<file path="config.mk">
export PLATFORM = sky130hd
export DESIGN_NAME = integration_sequencer
export DESIGN_NICKNAME = d
export VERILOG_FILES = /design/src/rtl/integration_sequencer.sv
export SDC_FILE = /design/constraint.sdc
export NUM_CORES = 1
export LEC_CHECK = 0
export ABC_AREA = 0
export CORE_MARGIN = 2
export CORE_UTILIZATION = 45
export CTS_BUF_LIST = sky130_fd_sc_hd__clkbuf_4
export DETAILED_ROUTE_END_ITERATION = 8
export DONT_BUFFER_PORTS = 1
export PLACE_DENSITY = 0.72
export SLEW_MARGIN = 20
export SYNTH_ARGS = -nofsm -noshare
export SYNTH_HDL_FRONTEND = slang
export SYNTH_SLANG_ARGS = --single-unit
</file>
<file path="constraint.sdc">
create_clock -name clk -period 3.4 [get_ports clk]
set_input_delay 0.34 -clock clk [delete_from_list [all_inputs] [get_ports clk]]
set_output_delay 0.34 -clock clk [all_outputs]
set_load 0.02 [all_outputs]
</file>
<file path="src/rtl/integration_sequencer.sv">
// integration_sequencer: times integration windows, strobes snapshot/clear to the counter bank and
// streams a framed snapshot to the TX serializer. Define CHECKSUM_EN to append a checksum trailer.
module integration_sequencer #(
    parameter int          RESOLUTION = 16,
    parameter int          NUM_WORDS  = 1436,
    parameter int          IDX_W      = 11,
    parameter int          MIN_PERIOD = 16,
    parameter logic [15:0] SYNC_WORD  = 16'hA55A
) (
    input  logic                  clk,
    input  logic                  reset_n,
    input  logic                  enable_i,
    input  logic [31:0]           period_i,
    output logic                  snap_o,
    output logic                  clear_o,
    output logic [IDX_W-1:0]      word_idx_o,
    input  logic [RESOLUTION-1:0] data_i,
    output logic [RESOLUTION-1:0] tx_data_o,
    output logic                  tx_valid_o,
    input  logic                  tx_ready_i,
    output logic                  busy_o,
    output logic                  overrun_o,
    output logic [3:0]            state_o
);

    typedef enum logic [3:0] {
        S_IDLE      = 4'd0,
        S_INTEGRATE = 4'd1,
        S_SNAP      = 4'd2,
        S_CLEAR     = 4'd3,
        S_HDR0      = 4'd4,
        S_HDR1      = 4'd5,
        S_FETCH     = 4'd6,
        S_DATA      = 4'd7,
        S_TRL       = 4'd8
    } state_t;

    localparam logic [IDX_W-1:0] LAST_IDX = IDX_W'(NUM_WORDS - 1);

    state_t                  state_q, state_d;
    logic [IDX_W-1:0]        idx_q, idx_d;
    logic [RESOLUTION-1:0]   tx_data_q, tx_data_d;
    logic [7:0]              seq_q, seq_d;
    logic [7:0]              ovr_cnt_q, ovr_cnt_d;
    logic                    overrun_q, overrun_d;
    logic                    ovr_clear_q, ovr_clear_d;
    logic                    win_run_q, win_run_d;
    logic [31:0]             win_cnt_q, win_cnt_d;
    logic [31:0]             win_len_q, win_len_d;

    logic [31:0]             eff_period;
    logic                    win_end;
    logic                    win_pre;
    logic                    ovr_event;
    logic                    accept;
    logic                    frame_end;
    logic [15:0]             hdr1_raw;
    logic [RESOLUTION-1:0]   hdr1_word;

    // Valid/ready: a word moves when tx_valid_o & tx_ready_i at posedge clk; once raised, tx_valid_o
    // and tx_data_o hold until that happens.
    assign accept     = tx_valid_o & tx_ready_i;
    assign eff_period = (period_i < 32'(MIN_PERIOD)) ? 32'(MIN_PERIOD) : period_i;
    assign win_end    = win_run_q && (win_cnt_q == win_len_q - 32'd1);
    // Look-ahead so the SNAP state coincides exactly with the last window cycle.
    assign win_pre    = win_run_q && enable_i && (win_cnt_q == win_len_q - 32'd2);
    assign hdr1_raw   = {seq_q, ovr_cnt_q};
    assign hdr1_word  = RESOLUTION'(hdr1_raw);

    always_comb begin
        win_run_d = win_run_q;
        win_cnt_d = win_cnt_q;
        win_len_d = win_len_q;
        if (!enable_i) begin
            win_run_d = 1'b0;
        end else if (!win_run_q || win_end) begin
            win_run_d = 1'b1;
            win_cnt_d = 32'd0;
            win_len_d = eff_period;
        end else begin
            win_cnt_d = win_cnt_q + 32'd1;
        end
    end

    always_comb begin
        ovr_event   = win_end && busy_o;
        ovr_clear_d = ovr_event;
        overrun_d   = overrun_q | ovr_event;
        ovr_cnt_d   = (ovr_event && (ovr_cnt_q != 8'hFF)) ? ovr_cnt_q + 8'd1 : ovr_cnt_q;
    end

`ifdef CHECKSUM_EN
    logic [RESOLUTION-1:0] sum_q, sum_d;

    always_comb begin
        sum_d = sum_q;
        if (state_q == S_HDR0 && accept) begin
            sum_d = hdr1_word;
        end else if (state_q == S_FETCH) begin
            sum_d = sum_q + data_i;
        end
    end

    always_ff @(posedge clk or negedge reset_n) begin
        if (!reset_n) begin
            sum_q <= '0;
        end else begin
            sum_q <= sum_d;
        end
    end
`endif

    always_comb begin
        state_d   = state_q;
        idx_d     = idx_q;
        tx_data_d = tx_data_q;
        seq_d     = seq_q;
        frame_end = 1'b0;
        case (state_q)
            S_IDLE: begin
                if (enable_i) state_d = S_INTEGRATE;
            end
            S_INTEGRATE: begin
                if (!enable_i) state_d = S_IDLE;
                else if (win_pre) state_d = S_SNAP;
            end
            S_SNAP: state_d = S_CLEAR;
            S_CLEAR: begin
                state_d   = S_HDR0;
                tx_data_d = RESOLUTION'(SYNC_WORD);
            end
            S_HDR0: begin
                if (accept) begin
                    state_d   = S_HDR1;
                    tx_data_d = hdr1_word;
                end
            end
            S_HDR1: begin
                if (accept) state_d = S_FETCH;
            end
            // data_i answers the index set on entry here by the closing edge of this cycle.
            S_FETCH: begin
                state_d   = S_DATA;
                tx_data_d = data_i;
            end
            S_DATA: begin
                if (accept) begin
                    if (idx_q == LAST_IDX) begin
`ifdef CHECKSUM_EN
                        state_d   = S_TRL;
                        tx_data_d = sum_q;
`else
                        frame_end = 1'b1;
`endif
                    end else begin
                        idx_d   = idx_q + IDX_W'(1);
                        state_d = S_FETCH;
                    end
                end
            end
`ifdef CHECKSUM_EN
            S_TRL: begin
                if (accept) frame_end = 1'b1;
            end
`endif
            default: state_d = S_IDLE;
        endcase
        if (frame_end) begin
            idx_d = '0;
            seq_d = seq_q + 8'd1;
            if (!enable_i) state_d = S_IDLE;
            else if (win_pre) state_d = S_SNAP;
            else state_d = S_INTEGRATE;
        end
    end

    always_comb begin
        snap_o     = (state_q == S_SNAP);
        clear_o    = (state_q == S_CLEAR) || ovr_clear_q;
        tx_valid_o = (state_q == S_HDR0) || (state_q == S_HDR1) ||
                     (state_q == S_DATA) || (state_q == S_TRL);
        busy_o     = tx_valid_o || (state_q == S_FETCH);
        word_idx_o = idx_q;
        tx_data_o  = tx_data_q;
        overrun_o  = overrun_q;
        state_o    = state_q;
    end

    always_ff @(posedge clk or negedge reset_n) begin
        if (!reset_n) begin
            state_q     <= S_IDLE;
            idx_q       <= '0;
            tx_data_q   <= '0;
            seq_q       <= 8'd0;
            ovr_cnt_q   <= 8'd0;
            overrun_q   <= 1'b0;
            ovr_clear_q <= 1'b0;
            win_run_q   <= 1'b0;
            win_cnt_q   <= 32'd0;
            win_len_q   <= 32'(MIN_PERIOD);
        end else begin
            state_q     <= state_d;
            idx_q       <= idx_d;
            tx_data_q   <= tx_data_d;
            seq_q       <= seq_d;
            ovr_cnt_q   <= ovr_cnt_d;
            overrun_q   <= overrun_d;
            ovr_clear_q <= ovr_clear_d;
            win_run_q   <= win_run_d;
            win_cnt_q   <= win_cnt_d;
            win_len_q   <= win_len_d;
        end
    end

endmodule

</file>
==> metrics.txt, run 1 <==
status complete, no violations; worst setup margin 0.104 ns; Worst setup EP type register; CTS tree built; Crit-path slowest cell or4_1; CP delay by family, top simple AND/OR/NAND/NOR gates; min Tclk post-route ~3.3 ns; Hold Slack about 0.042 ns; WL/cell approximately 18 um; CP Depth 10; first-pass GRT wire length 30,900 um; die width 131 um; maximum clock skew at final layout between 0.015 and 0.02 ns; io pins 88; clk slew on worst S/H paths 0.11 ns; post-DP HPWL approximately 14,000 um; Area growth syn-to-layout 18.6%; syn_nets 829; Crit Path Category register to register; arrival time worst endpoint approximately 3.8 ns; vias in the first global route 5,947; Worst path max stage delay roughly 0.56 ns; Cells after Synth a little under 800; power per cell area ~480 mW/mm^2; synthesized flop and latch total 113; most common cell after layout, fill and taps aside dfrtp_1; Post-DRT Antenna Nets 0; CTS Buf Count 17; Vias/cell about 5.7; Design Area, Final around 0.0086 sq mm; Hold/Removal Path Class input pin to register; DR vias 6,097; setup violators final 0; Synth cell types 70; Slew HR approximately 44%; GRT Total Usage between 20% and 30%; Pwr Total 4.19 mW; Synth Warn # 0; Post-DP Area approximately 0.0077 sq mm; Pre-antenna DRT Iters 5; hold path depth 2; worst-skew pair later-pin latency between 0.5 and 0.6 ns; leakage approximately 3.6 nW; reg2reg setup slack 0.10 ns; Final Max Slew Viols 0; Layout Cells excl Fill roughly 1,100; initial antenna violation count 0; wirelength, routed ~19,000 um; crit-path max FO 11; Cells after DPL ~990; CP Launch Type register; core area around 0.016 sq mm; max-cap violations 0; grt total ovfl 0; Clock Root Buffer clkbuf_4; most frequent cells in the layout dfrtp_1, nor2_1, xor2_1, xnor2_1, nand2_1; DIE HEIGHT approximately 130 um; Inserted Diodes 0; Top FF cell, synth dfrtp_1; share of cells above drive strength 1 18.8%; synthesized cell area around 0.0073 sq mm; largest net degree at the start of global routing 114; dpl ws 0.0533 ns; asr flop ratio synth 100%; Buf+Inv Stages, Crit Path 1; IO Port Bufs 0; H-tree levels 4; Worst-Margin Slew 0.840 ns; sequential fraction of the synthesis area roughly 39%; maximum vdd ir drop ~550 uV; CTS sink cnt between 100 and 150; average size of a mapped cell around 9.4 sq um; row count 46; final layout net count roughly 900; Fmax a little over 300 MHz; clock buffer depth 2; Placer Congestion about 0.92; Critical Path RT 3.85 ns; Initial Util between 40% and 50%; final hold vios 0; reg2reg path depth 10; number of synthesized flops with an enable pin 0; initial drt markers around 430; fin crit share 96.9%; die area between 0.015 and 0.02 sq mm; critical path, cell by cell or4_1, or3_4, nor3_4, mux2_1, a31oi_2, o2111a_2, a31oi_4, nor2_8, clkbuf_16, mux2_4; DRC viols 0
-- per-stage QoR --
step / TNS, ns / util [%]
after global routing: -0.0195 / 54.6
after floorplan: 0 / -
after detailed placement: 0 / 48.4
after CTS: 0 / 53.4
final: 0 / 54.6
after global placement: 0 / 48.4
-- cells by family (layout without fill, tap and decap cells) --
group / Yosys count / count (layout) / synth area share [%]
and+or+nand+nor: 325 / 325 / 24.2
xor gates and xnor gates: 115 / 115 / 13.8
DFF: 113 / 113 / 38.8
AOI/OAI and AO/OA: 107 / 107 / 10.6
buffers and inverters: 63 / 143 / 4.31
muxes: 41 / 41 / 7.11
adders and majority gates: 6 / 6 / 1.03
other: 1 / 1 / 0.0515
-- metal layers --
metal | part of all wire [%] | up-vias | GRT usage (%)
li1 | - | 2903 | -
met4 | 1.5 | 0 | 7.13
met2 | 49 | 192 | 37.5
met1 | 44 | 2975 | 29.2
met3 | 5.7 | 27 | 4.94
met5 | 0 | - | 0
-- sequential cells by signal, indices dropped and copies added (netlist names) --
signal / cells
win_len_q: 32
win_cnt_q: 32
seq_q: 8
word_idx_o: 11
ovr_cnt_q: 8
state_o: 3
overrun_o: 1
win_run_q: 1
tx_data_o: 16
ovr_clear_q: 1
-- cell type report --
| cell class | instances | area, sq um |
|---|---|---|
| Clock buffer | 17 | 128 |
| Clock inverter | 15 | 216 |
| Fill cell | 1383 | 7190 |
| Inverter | 19 | 71.3 |
| Multi-Input combinational cell | 595 | 4240 |
| Sequential cell | 113 | 2830 |
| Tap cell | 216 | 270 |
| Timing Repair Buffer | 92 | 876 |
-- cells in the mapped netlist, types with 8 or more instances --
cell type | n | area (sq um)
mux2_2 | 9 | 101
xor2_1 | 60 | 526
mux2_4 | 19 | 285
a2bb2oi_1 | 8 | 70.1
nor3_1 | 20 | 100
nor2_2 | 11 | 68.8
and3_1 | 11 | 68.8
dfrtp_1 | 112 | 2800
o22ai_1 | 8 | 50.1
mux2i_1 | 12 | 120
nor2_1 | 79 | 297
inv_1 | 18 | 67.6
o22a_1 | 9 | 78.8
nand3_1 | 41 | 205
nand4_1 | 21 | 131
xnor2_1 | 55 | 482
o31ai_1 | 12 | 90.1
a21oi_1 | 11 | 55.1
nor4_1 | 27 | 169
clkbuf_1 | 30 | 113
a31oi_1 | 8 | 50.1
nand2_1 | 48 | 180
o21ai_0 | 23 | 115
-- power by group --
part	internal [mW]	leakage [nW]	total [mW]	switching, mW
registers	1.54	1.44	1.94	0.402
clock network	0.649	0.163	1.20	0.553
logic	0.486	2.02	1.05	0.560
-- timing repair --
| action | 4_1_cts | 5_1_grt |
|---|---|---|
| endpoints found under the hold margin | 168 | 0 |
| setup buffers | 0 | 5 |
| endpoints found under the setup margin | 0 | 50 |
| hold buffers | 43 | 0 |
| resized for setup | 0 | 22 |
-- path summary, 6_finish.rpt --
path	start	to
worst max register to register	win_len_q[25]	win_len_q[31]
worst min register to register	seq_q[7]	seq_q[7]
max in group asynchronous	reset_n	win_len_q[13]
min in group asynchronous	reset_n	word_idx_o[9]
worst max-delay path	win_len_q[25]	win_len_q[31]
worst min-delay path	data_i[0]	tx_data_o[0]
(Power assumes the default switching activity.)
==> inputs of run 2 (changes only) <==
--- a/config.mk
+++ b/config.mk
@@ -9,9 +9,10 @@
 export CORE_MARGIN = 2
 export CORE_UTILIZATION = 45
 export CTS_BUF_LIST = sky130_fd_sc_hd__clkbuf_4
+export CTS_CLUSTER_SIZE = 25
 export DETAILED_ROUTE_END_ITERATION = 8
 export DONT_BUFFER_PORTS = 1
-export PLACE_DENSITY = 0.72
+export PLACE_DENSITY = 0.7
 export SLEW_MARGIN = 20
 export SYNTH_ARGS = -nofsm -noshare
 export SYNTH_HDL_FRONTEND = slang
==> constraint.sdc (replaced) <==
create_clock -name clk -period 4.1 [get_ports clk]
set_input_delay 0.41 -clock clk [delete_from_list [all_inputs] [get_ports clk]]
set_output_delay 0.41 -clock clk [all_outputs]
set_load 0.02 [all_outputs]
==> metrics.txt, run 2 (same netlist as run 1, synthesis figures left out) <==
status complete, no violations; die width around 130 um; setup tns final 0 ns; clk slew on worst S/H paths roughly 0.12 ns; core area 0.0158 sq mm; Inserted Diodes 0; Crit Path Category register to register; max-cap violations 0; fin util between 50% and 60%; Vias/cell approximately 5.7; CTS Buf Count 17; post-DP HPWL ~13,000 um; most frequent cells in the layout dfrtp_1, nor2_1, xor2_1, xnor2_1, nand2_1; IO Port Bufs 0; H-tree levels 4; io pins 88; fin crit share 88.0%; final layout net count 850; dpl ws around 0.50 ns; die area roughly 0.017 sq mm; CTS sink cnt ~110; CTS tree built; Pwr Total roughly 3.4 mW; CP delay by family, top simple AND/OR/NAND/NOR gates; power per cell area between 400 and 500 mW/mm^2; GRT Total Usage 21.5%; leakage approximately 3.4 nW; critical path, cell by cell inv_1, ha_1, nor4b_2, nand4_2, nor3_4, mux2_1, a31oi_1, o2111a_1, a31oi_4, nor2_8, buf_12, mux2_2; maximum vdd ir drop ~350 uV; first-pass GRT wire length about 30,000 um; vias in the first global route ~5,700; RSZ-0062 raised after global routing no; Crit-path slowest cell dfrtp_1; Worst path max stage delay approximately 0.48 ns; Slew HR between 40% and 50%; initial drt markers between 400 and 500; Worst-Margin Slew about 0.8 ns; row count 46; final hold vios 0; Clock Root Buffer clkbuf_4; worst-skew pair later-pin latency roughly 0.55 ns; Initial Util ~46%; Worst setup EP type register; WL/cell between 15 and 20 um; arrival time worst endpoint between 4 and 5 ns; Placer Congestion around 0.93; Pre-antenna DRT Iters 7; initial antenna violation count 0; Critical Path RT 4.54 ns; largest net degree at the start of global routing ~110; grt total ovfl 0; Hold/Removal Path Class input pin to register; wirelength, routed approximately 18,000 um; clock buffer depth 2; Fmax 277 MHz; share of cells above drive strength 1 approximately an eighth; DIE HEIGHT roughly 130 um; most common cell after layout, fill and taps aside dfrtp_1; crit-path max FO 29; setup violators final 0; CP Launch Type register; maximum clock skew at final layout 0.0189 ns; Area growth syn-to-layout 11.4%; DR vias between 5,000 and 6,000; Post-DRT Antenna Nets 0; min Tclk post-route 3.61 ns; DRC viols 0; worst setup margin approximately 0.5 ns; Final Max Slew Viols 0; Buf+Inv Stages, Crit Path 2
-- run 2: changes by cell type in the layout (fill, tap and decap cells not counted), sizes merged --
cell         previous run  this run
bufinv                  5         4
clkinv                  6         5
dlygate4sd3            42        34
buf                    48        12
inv                    18        22
clkinvlp                5         3
clkbuf                 19        17
-- run 2: report_power, final --
| group | total, mW | leakage (nW) | switching, mW | internal [mW] |
|---|---|---|---|---|
| clock network | 0.982 | 0.167 | 0.491 | 0.491 |
| logic | 0.733 | 1.76 | 0.388 | 0.345 |
| registers | 1.64 | 1.45 | 0.369 | 1.27 |
| total | 3.36 | 3.37 | 1.25 | 2.11 |
-- run 2: metrics by stage --
stage	cell area (sq um)	hold WS (ns)	cells
floorplan	7280	0.114	771
global placement	7410	0.120	954
detailed placement	7410	0.119	954
CTS	8110	0.0451	1021
global route	8110	0.0197	1021
finish	8110	0.0748	1021
-- run 2: worst paths after layout --
path,from,end,slack [ns],depth (start not counted)
worst max-delay path,win_len_q[1],win_len_q[5],0.49,12
worst min-delay path,data_i[12],tx_data_o[12],0.07,2
worst max register to register,win_len_q[1],win_len_q[5],0.49,12
worst min register to register,seq_q[7],seq_q[7],0.48,1
max in group asynchronous,reset_n,win_cnt_q[21],3.20,2
min in group asynchronous,reset_n,win_cnt_q[2],0.48,2
-- run 2: routing by layer --
layer	track usage [%]	part of all wire [%]	up-vias
li1	-	-	2792
met4	7.91	1.9	0
met3	5.67	5.7	25
met5	0	0	-
met2	34.3	47	172
met1	28.2	45	2821
-- run 2: repair_timing --
item | 4_1_cts | 5_1_grt
endpoints found under the hold margin | 150 | 0
buffers inserted | 0 | 0
gates resized for setup | 0 | 0
hold buffers | 35 | 0
-- run 2: area by class of cell --
cell class	count	area, sq um
Clock buffer	17	128
Clock inverter	15	208
Fill cell	1460	7710
Inverter	19	71.3
Multi-Input combinational cell	595	4150
Sequential cell	113	2830
Tap cell	216	270
Timing Repair Buffer	46	463
==> inputs of run 3 (changes only) <==
--- a/config.mk
+++ b/config.mk
@@ -13,6 +13,7 @@
 export DETAILED_ROUTE_END_ITERATION = 8
 export DONT_BUFFER_PORTS = 1
 export PLACE_DENSITY = 0.7
+export RECOVER_POWER = 25
 export SLEW_MARGIN = 20
 export SYNTH_ARGS = -nofsm -noshare
 export SYNTH_HDL_FRONTEND = slang
==> metrics.txt, run 3 (same netlist as run 1, synthesis figures left out) <==
clk slew on worst S/H paths 0.12 ns; wirelength, routed approximately 18,000 um; Clock Root Buffer clkbuf_4; power per cell area around 410 mW/mm^2; Fill cells between 1,000 and 1,500; max-cap violations 1; wire length on met2 8420 um; WL/cell 17.5 um; H-tree levels 4; maximum clock skew at final layout just under 0.02 ns; GRT Total Usage a little over a fifth; CTS sink cnt roughly 110; worst setup margin 0.499 ns; Critical Path RT approximately 4.5 ns; io pins 88; initial drt markers between 300 and 400; die area about 0.017 sq mm; final hold vios 0; grt total ovfl 0; CP Launch Type register; min Tclk post-route between 3 and 4 ns; largest net degree at the start of global routing between 100 and 150; most frequent cells in the layout dfrtp_1, nor2_1, xor2_1, xnor2_1, nand2_1; setup tns final 0 ns; CTS Buf Count 17; first-pass GRT wire length 29,800 um; crit-path max FO 29; vias in the first global route 5,728; Crit Path Category register to register; DRC viols 0; die width ~130 um; failing checks capacitance limit, slew limit; top layer in use met4; Worst setup EP type register; clock buffer depth 2; CTS resizes 0; Area growth syn-to-layout 11.1%; worst-skew pair later-pin latency 0.55 ns; Post-DRT Antenna Nets 0; status complete, but fails checks; share of cells above drive strength 1 13.3%; DIE HEIGHT between 100 and 150 um; Slew HR -84.6%; most common cell after layout, fill and taps aside dfrtp_1; arrival time worst endpoint roughly 4.0 ns; IO Port Bufs 0; CTS tree built; final layout net count 850; Placer Congestion 0.931; dpl ws approximately 0.50 ns; post-DP HPWL ~13,000 um; Pre-antenna DRT Iters 6; RSZ-0062 raised after global routing no; initial antenna violation count 0; core area between 0.015 and 0.02 sq mm; maximum vdd ir drop 346 uV; Initial Util between 40% and 50%; Metal-1 WL 8130 um; setup violators final 0; leakage roughly 3.4 nW; row count 46; Worst-Margin Slew around 2.8 ns; DR vias between 5,000 and 6,000; Final Max Slew Viols between 100 and 150; Inserted Diodes 0; fin crit share 87.8%; Fmax about 280 MHz; Vias/cell around 5.7; Hold/Removal Path Class input pin to register; routed length on met3 a little under 1000 um
## run 3: layout make-up
type,instances,area (sq um),area share [%]
multi-input cells,595,4150,51.2
flip-flops and latches,113,2830,35.0
repair buffers,46,440,5.44
well taps,216,270,3.34
clock inverters,15,208,2.57
clock buffers,17,128,1.58
inverters,19,71.3,0.881
## run 3: metrics by stage
| stage | hold slack, ns | area, sq um | instances | utilization, % | total power [mW] |
|---|---|---|---|---|---|
| after global placement | 0.120 | 7410 | 954 | 46.8 | 2.32 |
| after global routing | 0.0197 | 8090 | 1021 | 51.1 | 3.54 |
| after CTS | 0.0451 | 8110 | 1021 | 51.3 | 3.37 |
| after detailed placement | 0.119 | 7410 | 954 | 46.8 | 2.34 |
| after floorplan | 0.114 | 7280 | 771 | - | 2.17 |
| final | 0.0753 | 8090 | 1021 | 51.1 | 3.35 |
## run 3: final timing paths
check | from | end | slack [ns] | cells after the start
setup / recovery | win_len_q[1] | win_len_q[5] | 0.50 | 12
hold / removal | data_i[12] | tx_data_o[12] | 0.08 | 2
setup reg to reg | win_len_q[1] | win_len_q[5] | 0.50 | 12
hold reg to reg | seq_q[7] | seq_q[7] | 0.48 | 1
max in group asynchronous | reset_n | win_cnt_q[22] | 1.20 | 2
min in group asynchronous | reset_n | win_cnt_q[2] | 1.30 | 2
## run 3: worst max-delay path, cell delays in order, from the launching register on
cell and delay, ns:
dfrtp_1 0.48, inv_1 0.11, ha_1 0.19, nor4b_2 0.38, nand4_2 0.29, nor3_4 0.30, mux2_1 0.35, a31oi_1 0.16
o2111a_1 0.29, a31oi_4 0.15, nor2_8 0.18, buf_12 0.23, mux2_2 0.35
## run 3: where the power goes
| part | switching, mW | total [mW] | leakage, nW | internal, mW |
|---|---|---|---|---|
| Sequential | 0.369 | 1.64 | 1.45 | 1.27 |
| Clock | 0.490 | 0.981 | 0.167 | 0.491 |
| Combinational | 0.385 | 0.727 | 1.75 | 0.342 |
## run 3: per-layer routing
layer	up-vias	GRT usage, %
met4	0	7.91
li1	2795	-
met2	174	34.3
met1	2811	28.2
met3	27	5.67
met5	-	0
## run 3: what timing repair did
| action | CTS | global route |
|---|---|---|
| endpoints found under the hold margin | 150 | 0 |
| hold buffers | 35 | 0 |
| buffers inserted | 0 | 0 |
